--- src/rtl/nmos_dyn_node.sv ---
// Behavioural model of a dynamic NMOS storage node driven by pass transistors
// and a precharge device; the charge leaks away after HOLD_CYC idle cycles.
module nmos_dyn_node #(
  parameter int unsigned N_DRV     = 4,
  parameter int unsigned HOLD_CYC  = 16,
  parameter logic        DECAY_VAL = 1'b0,
  localparam int unsigned AW       = (HOLD_CYC == 0) ? 1 : $clog2(HOLD_CYC + 1)
) (
  input  logic             main_clk,
  input  logic             rst_n,
  input  logic             PCH,
  input  logic [N_DRV-1:0] G,
  input  logic [N_DRV-1:0] D,
  input  logic             CONT_CLR,
  output logic             Q,
  output logic             VALID,
  output logic             CONTENT,
  output logic [AW-1:0]    AGE
);

  typedef enum logic [1:0] {StDecayed, StPrech, StDriven, StHold} state_e;

  localparam logic [AW-1:0] HoldAge = AW'(HOLD_CYC);

  state_e        state_q, state_d;
  logic          q_q, q_d;
  logic          valid_q, valid_d;
  logic          cont_q, cont_d;
  logic [AW-1:0] age_q, age_d;

  logic          any_g;
  logic          pull_low;
  logic          pull_high;
  logic          contend;
  logic [AW-1:0] age_inc;

  assign any_g     = |G;
  assign pull_low  = |(G & ~D);
  assign pull_high = |(G & D);
  // Under precharge only a driver pulling low fights the node; otherwise any disagreement does.
  assign contend   = PCH ? pull_low : (pull_high & pull_low);
  assign age_inc   = age_q + AW'(1);

  always_comb begin
    state_d = state_q;
    q_d     = q_q;
    age_d   = age_q;
    if (PCH) begin
      state_d = StPrech;
      q_d     = 1'b1;
      age_d   = '0;
    end else if (any_g) begin
      state_d = StDriven;
      q_d     = ~pull_low;  // low dominates on disagreement
      age_d   = '0;
    end else if (state_q != StDecayed) begin
      if (HOLD_CYC == 0) begin
        state_d = StHold;
      end else if (age_inc == HoldAge) begin
        state_d = StDecayed;
        q_d     = DECAY_VAL;
        age_d   = age_inc;
      end else begin
        state_d = StHold;
        age_d   = age_inc;
      end
    end
    // A floating decayed node keeps its age: 0 after reset, HOLD_CYC after a leak.
    valid_d = (state_d != StDecayed);
    if (contend) begin
      cont_d = 1'b1;
    end else if (CONT_CLR) begin
      cont_d = 1'b0;
    end else begin
      cont_d = cont_q;
    end
  end

  always_ff @(posedge main_clk or negedge rst_n) begin
    if (!rst_n) begin
      state_q <= StDecayed;
      q_q     <= DECAY_VAL;
      valid_q <= 1'b0;
      cont_q  <= 1'b0;
      age_q   <= '0;
    end else begin
      state_q <= state_d;
      q_q     <= q_d;
      valid_q <= valid_d;
      cont_q  <= cont_d;
      age_q   <= age_d;
    end
  end

  assign Q       = q_q;
  assign VALID   = valid_q;
  assign CONTENT = cont_q;
  assign AGE     = age_q;

endmodule

--- config.mk ---
export PLATFORM = sky130hd
export DESIGN_NAME = nmos_dyn_node
export DESIGN_NICKNAME = d
export VERILOG_FILES = /design/src/rtl/nmos_dyn_node.sv
export SDC_FILE = /design/constraint.sdc
export NUM_CORES = 1
export LEC_CHECK = 0
export CORE_MARGIN = 4
export CORE_UTILIZATION = 40
export CTS_BUF_LIST = sky130_fd_sc_hd__clkbuf_16
export DETAILED_ROUTE_END_ITERATION = 6
export GPL_ROUTABILITY_DRIVEN = 0
export GPL_TIMING_DRIVEN = 1
export PLACE_DENSITY = 0.71
export SYNTH_ARGS = -nofsm -noshare
export SYNTH_HDL_FRONTEND = slang
export SYNTH_SLANG_ARGS = --single-unit
--- constraint.sdc ---
create_clock -name main_clk -period 3 [get_ports main_clk]
set_input_delay 0.6 -clock main_clk [delete_from_list [all_inputs] [get_ports main_clk]]
set_output_delay 0.6 -clock main_clk [all_outputs]
set_load 0.01 [all_outputs]
==> results.yml <==
finish:
  final_cell_mix: "clkdlybuf4s50_1 (19), dfrtp_1 (10), nand2b_1 (6), nor2_1 (6)"
  fillers: 103
  layout_commonest_cell: "clkdlybuf4s50_1"
  fin_util: 0.6891
  stdcell_count: 88
  drive_above_1_share: 0.08108
  synthToLayoutAreaGrowth_pct: 53.94
  diodes: 0
  nets: 89
sta:
  worst_pin_slew_ns: 0.4664
  hold_violations: 0
  fmax_mhz: 532.8
  rsz0062_at_grt: "false"
  final_max_slew_viol_count: 0
  final.setup_skew_ns: 0.0008484
  finalCriticalPeriod_ns: 1.877
  max_slew_margin: 0.6865
  fin_tns_setup_ns: 0
  post-route-period-util: 0.6256
  finalSetupViolations: 0
  holdWs_ns: 0.5228
global_route:
  grt_start_max_net_pins: 11
  grt_usage: 0.1444
  first_global_vias: 513
  gr-total-overflow: 0
  grt_first_pass_wirelength_um: 2007
  grt_antenna_before_repair: 0
routing:
  wl_um: 1258
  first_pass_iters: 4
  vias: 489
  ant_nets: 0
  drc: 0
  routed_via_density: 5.557
  wl_per_cell_um: 14.30
  drt-initial-drc-count: 10
setup_path:
  startpoint_type: "input pin"
  cpPeakStageDelay_ns: 0.50
  rrSetupSlack_ns: 1.32
  crit_path_end_kind: "flip-flop"
  slowest_stage: "nor4_2"
  cp_max_fo: 6
  path_common_cell: "nand2b_1"
  critPathRequiredTime_ns: 3.11
  crit_type: "in2reg"
  worstReg2RegEnd: "Q"
  timing.rr.start: "AGE[0]"
  rr_worst_depth: 5
  arrival_ns: 1.99
  path_cells: "clkdlybuf4s50_1 > nor4_2 > nand2b_1 > nand2b_1"
pwr:
  powerDensity_nw_per_um2: 511.1
  leakage_nw: 0.3274
  ir_worst_vdd_uv: 275.4
floorplanning:
  dieArea_um2: 1954
  num_rows: 12
  die_y_um: 44.20
  ios: 20
  die_w_um: 44.20
  core_region_area_um2: 1171
  start_util: 0.4476
min_path:
  worst_hold_path.num_cells: 2
  min-delay-start: "CONTENT"
  min_path_type: "reg2reg"
  whs_endpoint: "CONTENT"
yosys:
  syn_area_per_cell_um2: 10.08
  syn-num-nets: 65
  yosysSeqAreaShare: 0.4773
  synth_seq_cells: 10
  yosysWarnings: 0
  syn_inst: 52
  synth_cell_types: 20
  synth_area_um2: 524.3
placement:
  dp.final_hpwl_um: 1008
  io_buffer_count: 19
  dp_cells: 85
clock_network:
  postCtsSetupBuffers: 0
  cts_tree: "yes"
  cts_hold_buf: 0
  clockBufferDepth: 2
  cts_sinks: 10
  insertion_delay_ns: 0.23
  cts_made_buffers: 3
  htreeDepth: 1
  cts.reportedPaths.clkPinSlew_ns: 0.04
  ctsResizeCount: 0
  cts-root-buf: "clkbuf_16"
flow_run:
  drv_cap: 0
outcome:
  status: "complete, no violations"
[worst max-delay path, delay by kind of cell]
family | cells | cell delay (ns)
buffers and inverters | 1 | 0.46
and+or+nand+nor | 3 | 0.93
[report_power, final]
group / total, mW / switching (mW) / internal, mW / leakage, nW
clock: 0.228 / 0.0554 / 0.172 / 0.0370
combinational: 0.0414 / 0.0167 / 0.0247 / 0.167
sequential: 0.143 / 0.00346 / 0.140 / 0.123
[flip-flops by register name (all words and copies together), names as in the netlist]
register,count
AGE,5
CONTENT,1
Q,1
VALID,1
state_q,2
[cell families after synthesis]
family	count (synthesis)	synth area share
fa+ha+maj	1	0.02386
compound gates	14	0.1933
flops	10	0.4773
xor+xnor	5	0.08353
simple gates	19	0.2005
buf+inv	3	0.02148
[routing by layer]
layer  vias to the layer above  global-route usage  wire [um]
met3                         4             0.04878         98
li1                        233                   -          -
met5                         -                   0          0
met4                         0              0.1024         38
met2                        23              0.2703        660
met1                       229              0.1250        460
[final cells by class]
type,instances,area (um2),share of cell area
multi-input combinational,39,262.8,0.3256
sequential,10,250.2,0.3101
timing repair buffer,19,190.2,0.2357
clock buffer,3,75.07,0.09302
tap,14,17.52,0.02171
inverter,3,11.26,0.01395
[synthesized netlist by cell type, drive strengths merged]
| library cell | number | area (um2) |
|---|---|---|
| a222oi | 1 | 10.01 |
| nand2b | 6 | 37.54 |
| nor2 | 6 | 22.52 |
| ha | 1 | 12.51 |
| xnor2 | 1 | 8.760 |
| dfrtp | 10 | 250.2 |
| o22ai | 1 | 12.51 |
| inv | 3 | 11.26 |
| nor4 | 1 | 12.51 |
| o21bai | 1 | 7.510 |
| a311o | 1 | 10.01 |
| o2111ai | 2 | 17.52 |
| a31o | 1 | 8.760 |
| o21ai | 4 | 20.02 |
| a21oi | 3 | 15.01 |
| and3 | 1 | 6.260 |
| nand4 | 1 | 6.260 |
| nand2 | 3 | 11.26 |
| nand4b | 1 | 8.760 |
| xor2 | 4 | 35.03 |
[worst max path at each step]
stage | start | end | slack (ns) | depth (start not counted)
3_5_place_dp | G[0] | VALID | 0.89 | 4
5_1_grt | G[0] | VALID | 1.01 | 4
3_3_place_gp | G[0] | Q | 0.96 | 4
2_1_floorplan | AGE[0] | Q | 1.43 | 5
6_report | G[0] | VALID | 1.12 | 4
4_1_cts | AGE[2] | AGE[2] | 1.11 | 1
[stage by stage]
step / setup WS [ns] / cell area [um2] / power, mW
final: 1.123 / 807.0 / 0.4125
after global routing: 1.008 / 807.0 / 0.4238
after global placement: 0.9650 / 732.0 / 0.1863
after CTS: 1.113 / 807.0 / 0.4161
after floorplan: 1.426 / 524.3 / 0.1585
after detailed placement: 0.8866 / 732.0 / 0.1870
No activity file was read; power rests on OpenSTA's default activity.
==> edit, RTL diff (same settings) <==
Set the parameter `N_DRV` to 2 (it was 4).
--- a/src/rtl/nmos_dyn_node.sv
+++ b/src/rtl/nmos_dyn_node.sv
@@ -3,3 +3,3 @@
 module nmos_dyn_node #(
-  parameter int unsigned N_DRV     = 4,
+  parameter int unsigned N_DRV     = 2,
   parameter int unsigned HOLD_CYC  = 16,
Ports: changed (resized D and G); port bits go from 20 to 16. The function was not compared with the original's and may differ.
==> edit against the unedited design <==
  * Wire length fell by 1.4%
  * Sequential cell count unchanged
  * Cell area shrank 5.3%
  * First-iteration DRC count increased by 30%
  * Combinational power shrank 7.5%
  * Die area down 0.38%
  * Global-route usage grew 0.72 points
  * Total power decreased by 0.23%
  * Worst setup slack better by 0.014 ns
  * Area after synthesis decreased by 0.48%
==> edit: results (changes against the unedited design) <==
metric,value,unit,change
status,finished clean,,
synthXorXnorAreaFrac,0.08393,,+0.0004006
viasPerCell,5.488,,-1.2%
yosys-top-cells-area,"dfrtp_1, xor2_1, a21oi_1",,
synthTopCellsByCount,"dfrtp_1, nand2_1, a21oi_1, o21ai_0, xor2_1",,
syn_inst,54,,+3.8%
worst_pin_slew,0.4630,ns,-0.003374 ns
drt-initial-drc-count,13,,+3
met2_length,598,um,-9.4%
nets,83,,-6.7%
crit_slowest_cell,clkdlybuf4s50_1,,
cp_max_fo,7,,+1
synth-seq-area-share,0.4796,,+0.002289
met3_usage,0.07317,,+0.02439
critPathLaunch,AGE[3]$_DFFE_PN0P_,,
dp_hpwl,939.1,um,-6.8%
track_usage,0.1516,,+0.007175
ir_worst_vdd,0.5771,mV,+110%
synth_fp_nets,63,,-3.1%
wl_met1,566,um,+23%
swShare,0.1902,,+0.007099
grt_pass1_vias,457,,-11%
cp.arrival,1.26,ns,-0.73 ns
p_leak,0.3191,nW,-2.5%
layout.cells.non_filler,86,,-2.3%
dp_worst_setup_slack,1.138,ns,+0.2511 ns
placed_area,689.4,um2,-5.8%
drive_gt1_frac,0.1111,,+0.03003
portBuffers,15,,-4
wl,1241,um,-1.4%
critPathTopFamily,buffers and inverters,,
synthAdderAreaFrac,0.02398,,+0.0001145
met1_usage,0.1985,,+0.07351
fillerInstances,96,,-6.8%
[edit: worst paths after layout]
path | slack [ns] | cells past startpoint | to
max in group asynchronous | 1.99 | 1 | CONTENT$_DFFE_PN0P_
max | 1.14 | 1 | AGE[3]
min reg2reg | 0.52 | 2 | CONTENT$_DFFE_PN0P_
min | 0.52 | 2 | CONTENT$_DFFE_PN0P_
max reg2reg | 1.61 | 5 | Q$_DFFE_PN0P_
min in group asynchronous | 0.69 | 1 | AGE[1]$_DFFE_PN0P_
[edit: area by class of cell]
class / instances / area, um2 / area share
Clock buffer: 3 / 75.07 / 0.09820
Inverter: 4 / 15.01 / 0.01964
Multi-Input combinational cell: 40 / 256.5 / 0.3355
Sequential cell: 10 / 250.2 / 0.3273
Tap cell: 14 / 17.52 / 0.02291
Timing Repair Buffer: 15 / 150.1 / 0.1964
